File: src/rtl/vga_pixel_gen.sv
// vga_pixel_gen
// Pixel generation stage behind the VGA timing generator. A two-stage pipeline turns the
// free-running h/v counters into registered 3-bit RGB. The lane background is drawn per
// 32x32 cell row. The player sprite is drawn as one full cell. HSYNC/VSYNC are delayed by the
// same two stages so sync and colour stay aligned. The player position is shadow-latched at the
// start of vertical blanking, so a visible frame never mixes two positions.
//
// Ports:
//   CLK, RST_N           pixel clock, asynchronous active-low reset
//   h_count, v_count     counters from the timing generator
//   hs_in, vs_in         syncs aligned with the counters
//   player_x, player_y   requested player cell (same clock domain)
//   VGA_HS, VGA_VS       syncs delayed by 2 cycles
//   VGA_R, VGA_G, VGA_B  pixel colour, 3 bits per channel
//   frame_tick           1-cycle pulse, one cycle after the blanking-start counter values
//   frame_count          frames completed, wraps at 256
module vga_pixel_gen #(
   parameter int unsigned H_DISPLAY  = 640,
   parameter int unsigned V_DISPLAY  = 480,
   parameter int unsigned CELL_SHIFT = 5,
   parameter int unsigned GRID_W     = 20,
   parameter int unsigned GRID_H     = 15,
   parameter int unsigned START_X    = 9,
   parameter int unsigned START_Y    = 14
) (
   input  logic       CLK,
   input  logic       RST_N,
   input  logic [9:0] h_count,
   input  logic [9:0] v_count,
   input  logic       hs_in,
   input  logic       vs_in,
   input  logic [4:0] player_x,
   input  logic [3:0] player_y,
   output logic       VGA_HS,
   output logic       VGA_VS,
   output logic [2:0] VGA_R,
   output logic [2:0] VGA_G,
   output logic [2:0] VGA_B,
   output logic       frame_tick,
   output logic [7:0] frame_count
);

   localparam int unsigned CellW = 10 - CELL_SHIFT;

   localparam logic [9:0] HDisp    = 10'(H_DISPLAY);
   localparam logic [9:0] VDisp    = 10'(V_DISPLAY);
   localparam logic [4:0] GridW    = 5'(GRID_W);
   localparam logic [3:0] GridH    = 4'(GRID_H);
   localparam logic [9:0] LastRow  = 10'(GRID_H - 1);
   localparam logic [4:0] StartX   = 5'(START_X);
   localparam logic [3:0] StartY   = 4'(START_Y);

   // Stage 1
   logic             active_q;
   logic [CellW-1:0] cell_x_q;
   logic [CellW-1:0] cell_y_q;
   logic             hs1_q;
   logic             vs1_q;

   // Stage 2 / outputs
   logic [2:0] r_q, r_d;
   logic [2:0] g_q, g_d;
   logic [2:0] b_q, b_d;
   logic       hs2_q;
   logic       vs2_q;

   // Shadow position and frame bookkeeping
   logic [4:0] px_q, px_d;
   logic [3:0] py_q, py_d;
   logic       tick_q;
   logic [7:0] fcount_q, fcount_d;

   logic active_d;
   logic boundary;
   logic in_range;
   logic is_player;

   always_comb begin
      active_d  = (h_count < HDisp) && (v_count < VDisp);
      boundary  = (h_count == '0) && (v_count == VDisp);
      in_range  = (player_x < GridW) && (player_y < GridH);

      // Out-of-range requests keep both shadow coordinates, never a half update.
      px_d     = px_q;
      py_d     = py_q;
      fcount_d = fcount_q;
      if (boundary) begin
         fcount_d = fcount_q + 8'd1;
         if (in_range) begin
            px_d = player_x;
            py_d = player_y;
         end
      end

      is_player = (10'(cell_x_q) == 10'(px_q)) && (10'(cell_y_q) == 10'(py_q));

      r_d = '0;
      g_d = '0;
      b_d = '0;
      if (active_q) begin
         if (is_player) begin
            r_d = 3'd7;
            g_d = 3'd7;
         end else if ((cell_y_q == '0) || (10'(cell_y_q) == LastRow)) begin
            g_d = 3'd7;
         end else if (cell_y_q[0]) begin
            r_d = 3'd2;
            g_d = 3'd2;
            b_d = 3'd2;
         end else begin
            b_d = 3'd3;
         end
      end
   end

   always_ff @(posedge CLK or negedge RST_N) begin
      if (!RST_N) begin
         active_q <= 1'b0;
         cell_x_q <= '0;
         cell_y_q <= '0;
         hs1_q    <= 1'b0;
         vs1_q    <= 1'b0;
         r_q      <= '0;
         g_q      <= '0;
         b_q      <= '0;
         hs2_q    <= 1'b0;
         vs2_q    <= 1'b0;
         px_q     <= StartX;
         py_q     <= StartY;
         tick_q   <= 1'b0;
         fcount_q <= '0;
      end else begin
         active_q <= active_d;
         cell_x_q <= h_count[9:CELL_SHIFT];
         cell_y_q <= v_count[9:CELL_SHIFT];
         hs1_q    <= hs_in;
         vs1_q    <= vs_in;
         r_q      <= r_d;
         g_q      <= g_d;
         b_q      <= b_d;
         hs2_q    <= hs1_q;
         vs2_q    <= vs1_q;
         px_q     <= px_d;
         py_q     <= py_d;
         tick_q   <= boundary;
         fcount_q <= fcount_d;
      end
   end

   assign VGA_R       = r_q;
   assign VGA_G       = g_q;
   assign VGA_B       = b_q;
   assign VGA_HS      = hs2_q;
   assign VGA_VS      = vs2_q;
   assign frame_tick  = tick_q;
   assign frame_count = fcount_q;

endmodule

File: config.mk
export PLATFORM = sky130hd
export DESIGN_NAME = vga_pixel_gen
export DESIGN_NICKNAME = d
export VERILOG_FILES = /design/src/rtl/vga_pixel_gen.sv
export SDC_FILE = /design/constraint.sdc
export NUM_CORES = 1
export LEC_CHECK = 0
export BUFFER_PORTS_ARGS = -buffer_cell sky130_fd_sc_hd__buf_4
export CAP_MARGIN = 10
export CELL_PAD_IN_SITES_DETAIL_PLACEMENT = 0
export CELL_PAD_IN_SITES_GLOBAL_PLACEMENT = 1
export CORE_MARGIN = 2
export CORE_UTILIZATION = 35
export DETAILED_ROUTE_END_ITERATION = 10
export PLACE_DENSITY = 0.71
export SLEW_MARGIN = 0
export SYNTH_ARGS = -nofsm -noshare
export SYNTH_HDL_FRONTEND = slang
export SYNTH_SLANG_ARGS = --single-unit
File: constraint.sdc
create_clock -name CLK -period 2.1 [get_ports CLK]
set_input_delay 0.315 -clock CLK [delete_from_list [all_inputs] [get_ports CLK]]
set_output_delay 0.315 -clock CLK [all_outputs]
set_load 0.005 [all_outputs]
==> metrics.txt <==
die height=approximately 71 µm; part of the cycle the worst path needs=roughly 78%; CP endpoint kind=register; Switch Pwr=303 µW; pwr dens=717 nW/µm²; crit-path cells=buf_4, nor4_1, nand4_2, buf_4, nor2_1, mux2_2; CP max FO=4; Max-Cap Viols=0; Placer Congestion=approximately 0.78; routed wire length=around 3100 µm; synth top area cells=dfrtp_1 55%, dfstp_2 8.5%, mux2_2 7.3%; CP max stage delay=~420 ps; Vias=1,044; share of the synthesized area in the top cell type=55.0%; VDD IR max=0.357 mV; vias per cell=4.68; RSZ-0062 raised after global routing=no; CP Launch Type=input pin; Comb pwr share=6.9%; max-slew violation count=0; diode count=0; asr flop ratio synth=100%; DIE WIDTH=between 70 and 80 µm; Post-synth top flop=dfrtp_1; Top delay family on crit path=simple AND/OR/NAND/NOR gates; Post-Synthesis Cells=roughly 110; Synth Warn #=0; Post-synth top cells=34 x dfrtp_1, 11 x xnor2_1, 10 x mux2_2; Worst-path clk slew=approximately 70 ps; IO buf count=51; Final Hold Vio Count=0; sw frac=between 10% and 20%; initial DRC count=between 50 and 60; Synth-to-Final Area Change=36.9%; EDFF count, synth=0; Die Area=between 4000 and 5000 µm²; Seq pwr share=~52%; Post-DRT Antenna Nets=0; WS Path Type=in2reg; Pre-antenna DRT Iters=4; largest net degree at the start of global routing=40; share of cells above drive strength 1=between 40% and 50%; first-pass GRT wire length=5290 µm; Clock Latency Late Sink=between 200 and 300 ps; Buf/Inv on CP=2; synthesized net count=146; Synth area leader=dfrtp_1; sequential-to-total area share from yosys stat=between 60% and 70%; Peak Freq=around 610 MHz; Netlist cell types=29; TNS Setup=0 ps; total track usage=between 10% and 20%; Avg Cell Area, Syn=about 14 µm²; Post-DP HPWL=~2400 µm; LEAKAGE=1.03 nW; vias in the first global route=approximately 1,200; HP Class=in2reg; total congestion overflow=0; drc violations=0; initial core utilization=a little over a third; initial antenna violation count=0; std cell rows=24; P_int=approximately 1.2 mW; root buf cell=clkbuf_8; crit-path most repeated cell=buf_4; synthesized area=1550 µm²; clock power share=41.6%; CTS tree=built; H-tree levels=2; #FFs+latches synth=39; clk_skew=3.24 ps; Num Clock Sinks=39; WL/cell=~14 µm; Data arrival, critical path=1810 ps; outcome=complete, no violations; setup violators final=0; Worst EP required=around 2300 ps; Final nets=approximately 200; slowest cell on the critical path=nor4_1; IO Count=53; Post CTS Setup Buffer Count=0; clock buffer depth=2; WHS=roughly 140 ps; Final min period=~1600 ps; count leader, synth=dfrtp_1; total CTS buffers=5; Core Footprint=4290 µm²
==> registers in the layout, summed over array words and instances, names as in the netlist <==
| signal | cells |
|---|---|
| frame_count | 8 |
| cell_x_q | 5 |
| cell_y_q | 5 |
| px_q | 5 |
| py_q | 4 |
| VGA_B | 2 |
| VGA_G | 2 |
| VGA_R | 2 |
| VGA_HS | 1 |
| VGA_VS | 1 |
| active_q | 1 |
| frame_tick | 1 |
| hs1_q | 1 |
| vs1_q | 1 |
==> per-layer routing <==
| layer | part of all wire [%] | GRT usage (%) | vias up |
|---|---|---|---|
| met5 | 0 | 0 | - |
| met4 | 0.54 | 5.34 | 0 |
| met3 | 6.7 | 6.06 | 2 |
| met2 | 51 | 23.0 | 35 |
| met1 | 41 | 16.4 | 493 |
| li1 | - | - | 514 |
==> path summary, 6_finish.rpt <==
path / from / endpoint / slack (ps) / cells past startpoint
setup / recovery: h_count[1] / frame_count[1] / 460 / 6
hold / removal: vs_in / vs1_q / 140 / 1
setup reg to reg: cell_y_q[1] / VGA_B[1] / 700 / 4
hold reg to reg: hs1_q / VGA_HS / 350 / 0
max in group asynchronous: RST_N / px_q[3] / 1210 / 2
min in group asynchronous: RST_N / VGA_G[1] / 540 / 2
==> power by group through the flow <==
stage	clock network (mW)	logic (mW)	registers (mW)
CTS	0.653	0.107	0.782
finish	0.632	0.105	0.782
detailed placement	0	0.106	0.797
global placement	0	0.103	0.795
floorplan	0	0.0242	0.795
global route	0.702	0.116	0.784
==> cells by family after synthesis <==
kind of cell               after synthesis  synth area share (%)
DFF                                     39                  63.5
and+or+nand+nor                         35                  14.8
xor gates and xnor gates                16                  9.05
muxes                                   10                  7.28
AOI/OAI and AO/OA                        6                  2.67
buffers and inverters                    4                  1.70
adders and majority gates                1                 0.808
other                                    1                 0.242
==> layout make-up <==
| class | instances | area (µm²) |
|---|---|---|
| Timing Repair Buffer | 55 | 415 |
| Clock inverter | 2 | 35.0 |
| Clock buffer | 6 | 82.6 |
| Sequential cell | 39 | 982 |
| Multi-Input combinational cell | 69 | 539 |
| Fill cell | 396 | 2170 |
| Tap cell | 52 | 65.1 |
==> cells in the final DEF (no fill, tap or decap), types with 2 or more instances in the layout <==
cell,synthesis,final
buf_4,3,54
nor4_1,3,3
nor3_1,6,6
dfrtp_1,34,34
o21a_1,3,3
nand3_1,4,4
xor2_1,5,5
xnor2_1,11,11
nand2_1,3,3
dfstp_2,5,5
clkbuf_8,0,6
and2_1,2,2
or3_1,2,2
mux2_2,10,10
nand4_1,6,6
==> what timing repair did <==
action / 4_1_cts / 5_1_grt
endpoints found under the hold margin: 27 / 0
resized for setup: 0 / 0
hold buffers: 1 / 0
==> stage by stage <==
step	setup WS [ps]	util, %	power, mW	instances	instance area (µm²)
2_1_floorplan	356	-	0.819	112	1550
3_3_place_gp	231	46.4	0.899	214	1990
3_5_place_dp	167	46.4	0.902	214	1990
4_1_cts	452	49.4	1.54	223	2120
5_1_grt	383	49.4	1.60	223	2120
6_report	465	49.4	1.52	223	2120
==> worst register-to-register path, stage by stage, from the launching register on <==
cell	delay, ps
dfrtp_1	410
or3_1	370
a21oi_1	230
nor2b_1	200
nor3b_1	70
Power figures use the tool's default switching activity.
